==> src/rtl/tetris_video_pipe.sv <==
// Tetris board renderer: maps pixel x/y + sync into RGB, querying the game board memory
// and overlaying the active piece and flashing clear rows, with sync delayed to match.
module tetris_video_pipe #(
    parameter int X0           = 200,
    parameter int Y0           = 0,
    parameter int BLK_LOG2     = 5,
    parameter int COLS         = 10,
    parameter int ROWS         = 20,
    parameter int MEM_LAT      = 1,
    parameter int FLASH_FRAMES = 8
) (
    input  logic            clk,
    input  logic            reset_n,
    input  logic [12:0]     x,
    input  logic [12:0]     y,
    input  logic [2:0]      hve,
    output logic [4:0]      req_bx,
    output logic [4:0]      req_by,
    output logic            req_valid,
    input  logic [3:0]      req_color,
    input  logic [2:0]      cur_shape,
    input  logic [1:0]      cur_rot,
    input  logic [4:0]      cur_x,
    input  logic [5:0]      cur_y,
    input  logic [3:0]      cur_color,
    input  logic [ROWS-1:0] clear_rows,
    output logic [23:0]     rgb,
    output logic [2:0]      hve_o
);
    localparam int LAT = MEM_LAT + 2;
    localparam logic [13:0] XS = 14'(X0);
    localparam logic [13:0] XE = 14'(X0 + (COLS << BLK_LOG2));
    localparam logic [13:0] YS = 14'(Y0);
    localparam logic [13:0] YE = 14'(Y0 + (ROWS << BLK_LOG2));
    localparam logic [12:0] BMASK = 13'((1 << BLK_LOG2) - 1);

    function automatic logic [15:0] shape_mask(input logic [2:0] s, input logic [1:0] r);
        logic [15:0] m;
        case ({s, r})
            5'b000_00: m = 16'h00F0;  5'b000_01: m = 16'h2222;
            5'b000_10: m = 16'h0F00;  5'b000_11: m = 16'h4444;
            5'b001_00, 5'b001_01, 5'b001_10, 5'b001_11: m = 16'h0660;
            5'b010_00: m = 16'h0270;  5'b010_01: m = 16'h0232;
            5'b010_10: m = 16'h0072;  5'b010_11: m = 16'h0262;
            5'b011_00, 5'b011_10: m = 16'h0360;
            5'b011_01, 5'b011_11: m = 16'h0462;
            5'b100_00, 5'b100_10: m = 16'h0630;
            5'b100_01, 5'b100_11: m = 16'h0264;
            5'b101_00: m = 16'h0470;  5'b101_01: m = 16'h0322;
            5'b101_10: m = 16'h0071;  5'b101_11: m = 16'h0226;
            5'b110_00: m = 16'h0170;  5'b110_01: m = 16'h0223;
            5'b110_10: m = 16'h0074;  5'b110_11: m = 16'h0622;
            default:   m = 16'h0000;
        endcase
        return m;
    endfunction

    function automatic logic [23:0] palette(input logic [3:0] c);
        logic [23:0] p;
        case (c)
            4'd0: p = 24'h000000;  4'd1: p = 24'h00FFFF;
            4'd2: p = 24'hFFFF00;  4'd3: p = 24'hFF00FF;
            4'd4: p = 24'h00FF00;  4'd5: p = 24'hFF0000;
            4'd6: p = 24'h0000FF;  4'd7: p = 24'hFF8000;
            default: p = 24'h808080;
        endcase
        return p;
    endfunction

    // Piece / clear-row state is only sampled on vs rise so a frame never tears.
    logic            r_vs_d, r_piece_ok;
    logic [7:0]      r_frame;
    logic [2:0]      r_shape;
    logic [1:0]      r_rot;
    logic [4:0]      r_cur_x;
    logic [5:0]      r_cur_y;
    logic [3:0]      r_color;
    logic [ROWS-1:0] r_clear;

    always_ff @(posedge clk or negedge reset_n) begin
        if (!reset_n) begin
            r_vs_d <= 1'b0;  r_piece_ok <= 1'b0;  r_frame <= '0;
            r_shape <= '0;   r_rot <= '0;         r_cur_x <= '0;
            r_cur_y <= '0;   r_color <= '0;       r_clear <= '0;
        end else begin
            r_vs_d <= hve[1];
            if (hve[1] && !r_vs_d) begin
                r_shape <= cur_shape;  r_rot <= cur_rot;  r_cur_x <= cur_x;
                r_cur_y <= cur_y;      r_color <= cur_color;
                r_clear <= clear_rows;
                r_piece_ok <= 1'b1;
                r_frame <= r_frame + 8'd1;
            end
        end
    end

    logic [12:0] w_dx, w_dy;
    logic [4:0]  w_bx, w_by;
    logic [6:0]  w_relx, w_rely;
    logic [15:0] w_mask;
    logic [31:0] w_clr32;
    logic        w_inb, w_grid, w_hit, w_phase, w_flash;

    assign w_dx    = x - 13'(X0);
    assign w_dy    = y - 13'(Y0);
    assign w_inb   = ({1'b0, x} >= XS) && ({1'b0, x} < XE) && ({1'b0, y} >= YS) && ({1'b0, y} < YE);
    assign w_bx    = 5'(w_dx >> BLK_LOG2);
    assign w_by    = 5'(w_dy >> BLK_LOG2);
    assign w_grid  = ((w_dx & BMASK) == '0) || ((w_dy & BMASK) == '0);
    assign w_relx  = {2'b00, w_bx} - {2'b00, r_cur_x};
    assign w_rely  = {2'b00, w_by} - {r_cur_y[5], r_cur_y};
    assign w_mask  = shape_mask(r_shape, r_rot);
    assign w_hit   = (w_relx[6:2] == '0) && (w_rely[6:2] == '0) &&
                     w_mask[{w_rely[1:0], w_relx[1:0]}] && r_piece_ok && (r_shape != 3'd7);
    assign w_clr32 = 32'(r_clear);
    assign w_phase = |(r_frame & 8'(FLASH_FRAMES));
    assign w_flash = w_clr32[w_by] && w_phase;

    // Side-band {de, in_board, grid, hit, flash, piece colour} rides alongside the memory read.
    logic [MEM_LAT:0][8:0] r_sb;
    logic [LAT-1:0][2:0]   r_hve;
    logic [4:0]            r_req_bx, r_req_by;
    logic                  r_req_valid;
    logic [23:0]           r_rgb, w_rgb;

    always_ff @(posedge clk or negedge reset_n) begin
        if (!reset_n) begin
            r_sb <= '0;  r_hve <= '0;  r_rgb <= '0;
            r_req_bx <= '0;  r_req_by <= '0;  r_req_valid <= 1'b0;
        end else begin
            r_req_bx    <= w_inb ? w_bx : 5'd0;
            r_req_by    <= w_inb ? w_by : 5'd0;
            r_req_valid <= w_inb;
            r_sb        <= {r_sb[MEM_LAT-1:0], {hve[2], w_inb, w_grid, w_hit, w_flash, r_color}};
            r_hve       <= {r_hve[LAT-2:0], hve};
            r_rgb       <= w_rgb;
        end
    end

    always_comb begin
        w_rgb = 24'h0A0A10;
        if (!r_sb[MEM_LAT][8])      w_rgb = 24'h000000;
        else if (!r_sb[MEM_LAT][7]) w_rgb = 24'h101018;
        else if (r_sb[MEM_LAT][5])  w_rgb = palette(r_sb[MEM_LAT][3:0]);
        else if (r_sb[MEM_LAT][4])  w_rgb = 24'hFFFFFF;
        else if (req_color != 4'd0) w_rgb = palette(req_color);
        else if (r_sb[MEM_LAT][6])  w_rgb = 24'h202030;
    end

    assign req_bx    = r_req_bx;
    assign req_by    = r_req_by;
    assign req_valid = r_req_valid;
    assign rgb       = r_rgb;
    assign hve_o     = r_hve[LAT-1];
endmodule

==> config.mk <==
export PLATFORM = sky130hd
export DESIGN_NAME = tetris_video_pipe
export DESIGN_NICKNAME = d
export VERILOG_FILES = /design/src/rtl/tetris_video_pipe.sv
export SDC_FILE = /design/constraint.sdc
export NUM_CORES = 1
export LEC_CHECK = 0
export BUFFER_PORTS_ARGS = -buffer_cell sky130_fd_sc_hd__buf_2
export CAP_MARGIN = 15
export CORE_MARGIN = 3
export CORE_UTILIZATION = 50
export DETAILED_ROUTE_END_ITERATION = 12
export PLACE_DENSITY = 0.75
export REMOVE_ABC_BUFFERS = 1
export SKIP_LAST_GASP = 1
export SLEW_MARGIN = 20
export SYNTH_ARGS = -nofsm -noshare
export SYNTH_HDL_FRONTEND = slang
export SYNTH_SLANG_ARGS = --single-unit
==> constraint.sdc <==
create_clock -name clk -period 5.39 [get_ports clk]
set_input_delay 1.078 -clock clk [delete_from_list [all_inputs] [get_ports clk]]
set_output_delay 1.078 -clock clk [all_outputs]
set_load 0.02 [all_outputs]
==> metrics.yaml <==
synth:
  synth.most_common_cell: "dfrtp_1"
  synthCells: 436
  synthAdderAreaFrac: 0.0798
  synth_common_cells: "dfrtp_1 (95), nand2_1 (33), mux2_2 (29)"
  synth_compound_gate_area_share: 0.120
  synthMuxAreaShare: 0.109
  synthesis.area_um2: 4890
  synth-xor-area-share: 0.0251
  synth_area_leaders: "dfrtp_1 (49%), ha_1 (7.2%), mux2_2 (6.7%), nand2_1 (2.5%), o21ai_0 (2.5%)"
  async_reset_ff_frac: 1.00
  seq_area_frac_synth: 0.486
  synthFlopType: "dfrtp_1"
  synth_top_area_frac: 0.486
  ys_warn_count: 0
  synth_edf_count: 0
  ys_ff_latch: 95
  synth_cell_type_count: 63
  yosys.area.top_type: "dfrtp_1"
  yosys.area_share.simple: 0.122
  synth_top_family_by_area: "simple AND/OR/NAND/NOR gates"
  postSynthAreaPerCell_um2: 11.2
global_routing:
  grtUsageTotal: 0.194
  grt_max_degree: 57
  grt_pass1_wl_um: 17300
  first_global_vias: 3633
  grt_overflow: 0
  antenna_found_initial: 0
finish:
  final.fill_count: 827
  areaGrowthSynthToFinish_pct: 16.4
  multi_input_area_um2: 2240
  antenna_cells: 0
  nets: 638
  final_cell_count_no_fill: 667
  register_area_um2: 2380
  drive_above_1_share: 0.322
  postLayoutCoreUtil: 0.608
  stdcell_area_um2: 5700
drt:
  postRouteWirelength_um: 10100
  post_drt_wl_per_cell_um: 15.2
  wl_met3_um: 716
  vias: 3580
  drcViolationCount: 0
  drtPass1Iterations: 5
  wl_met2_um: 4770
  postRouteAntennaNets: 0
  viasPerCell: 5.37
  top_layer_used: "met4"
  first_iter_violations: 351
  wl_met1_um: 4480
cts:
  cts_tree: "done"
  ctsHoldBuffers: 0
  post-cts-setup-buffers: 0
  max-clock-path-buffers: 2
  clock-sinks: 95
  clk-insertion-delay-late_ps: 360
  cts_root_buffer: "clkbuf_8"
  cts_made_buffers: 9
  clk_pin_slew_ps: 100
  cts_repair_resize_count: 0
  htree_num_levels: 3
timing:
  fin_crit_sh: 0.617
  fin_crit_ps: 3330
  finalSetupTns_ps: 0
  finalSetupViolCount: 0
  fmax_ghz: 0.301
  worst_slew_pin_slew_ps: 721
  skew_ps: 9.36
  rsz0062_at_grt: "no"
  drv_slew: 0
  hold_viol_final: 0
  fin_ws_ps: 2060
  slew_headroom: 0.518
  worst_hold_slack_ps: 352
placed_design:
  post_dp_cell_area_um2: 5460
  port_buffers: 112
  dp_hpwl_um: 7550
  placedCellCount: 651
  pre_cts_slack_ps: 1700
  place_congestion: 0.959
power_and_ir_drop:
  powerDensity_nw_per_um2: 315
  p_total_mw: 1.79
  p_leak_nw: 2.75
  peakVddDrop_mv: 0.176
run:
  max-cap-violations: 0
worst_setup_path:
  cp-start-kind: "input port"
  end_kind: "flop"
  reg2reg_from: "r_shape[0]"
  critical_path_class: "in -> reg"
  reg2reg_depth: 7
  critPathMaxFanout: 10
  crit_start: "x[3]"
  arrival_ps: 3580
  worstPathRequired_ps: 5650
  reg2reg_setup_slack_ps: 2830
hold_path:
  holdPathStages: 0
  min_from: "r_sb[4]"
  hp-class: "reg -> reg"
floorplanning:
  pin_count: 113
  dieArea_um2: 11000
  initial_utilization: 0.522
  num_rows: 35
  core_um2: 9370
  die_height_um: 105
  die_w_um: 105
run_status:
  status: "finished, final reports clean"
## worst paths after layout
check	endpoint
worst min-delay path	r_sb[13]
worst min register to register	r_sb[13]
worst max register to register	r_sb[5]
worst max-delay path	r_sb[5]
min in group asynchronous	r_hve[5]
max in group asynchronous	r_cur_y[2]
## area by class of cell
| class | count | area share |
|---|---|---|
| clock buffers | 9 | 0.0217 |
| clock inverters | 7 | 0.0191 |
| inverters | 29 | 0.0191 |
| multi-input cells | 284 | 0.393 |
| flip-flops and latches | 95 | 0.417 |
| well taps | 129 | 0.0283 |
| repair buffers | 114 | 0.101 |
## flip-flops by register name, summed over array words and instances (netlist names)
signal,count
r_shape,3
r_rot,2
r_hve,6
r_sb,16
r_cur_y,6
r_clear,20
r_cur_x,5
r_frame,4
rgb,15
req_bx,5
r_piece_ok,1
req_by,5
hve_o,3
r_color,4
## cells in the final DEF (no fill, tap or decap), drive strengths merged, types with 3 or more instances in the layout
cell type / netlist / routed
dfrtp: 95 / 95
nand2: 34 / 34
clkbuf: 6 / 9
o211ai: 4 / 4
or2: 3 / 3
inv: 29 / 33
a31oi: 4 / 4
nor3: 8 / 8
xnor2: 12 / 12
nand3b: 3 / 3
nand3: 4 / 4
ha: 28 / 28
and2: 8 / 8
nor2: 18 / 18
a21boi: 4 / 4
nand2b: 12 / 12
mux2i: 5 / 5
mux2: 30 / 30
o21ai: 24 / 24
o21a: 5 / 5
o22ai: 3 / 3
buf: 22 / 114
mux4: 6 / 6
a21o: 4 / 4
nor2b: 9 / 9
a221oi: 5 / 5
or3: 3 / 3
a21oi: 10 / 10
## per-layer routing
| layer | GRT usage | up-vias |
|---|---|---|
| li1 | - | 1724 |
| met1 | 0.254 | 1703 |
| met2 | 0.321 | 139 |
| met3 | 0.0494 | 14 |
| met4 | 0.0581 | 0 |
| met5 | 0 | - |
## kinds of logic after synthesis
kind of cell,Yosys count
compound gates,85
mux,41
xor+xnor,14
fa+ha+maj,30
buf+inv,57
simple gates,114
flops,95
## worst max-delay path, cell delays in order
cell	delay, ps
buf_2	100
inv_1	40
ha_1	220
xnor2_1	210
ha_1	220
fa_1	550
o41ai_1	380
a31oi_1	70
o41a_1	330
a2111oi_2	370
## power by group
group | total (mW) | internal (mW) | leakage [nW] | switching [mW]
sequential | 0.852 | 0.787 | 1.18 | 0.0647
clock | 0.543 | 0.272 | 0.118 | 0.271
combinational | 0.399 | 0.195 | 1.45 | 0.203
total | 1.79 | 1.25 | 2.75 | 0.539
No activity file was read; power rests on OpenSTA's default activity.
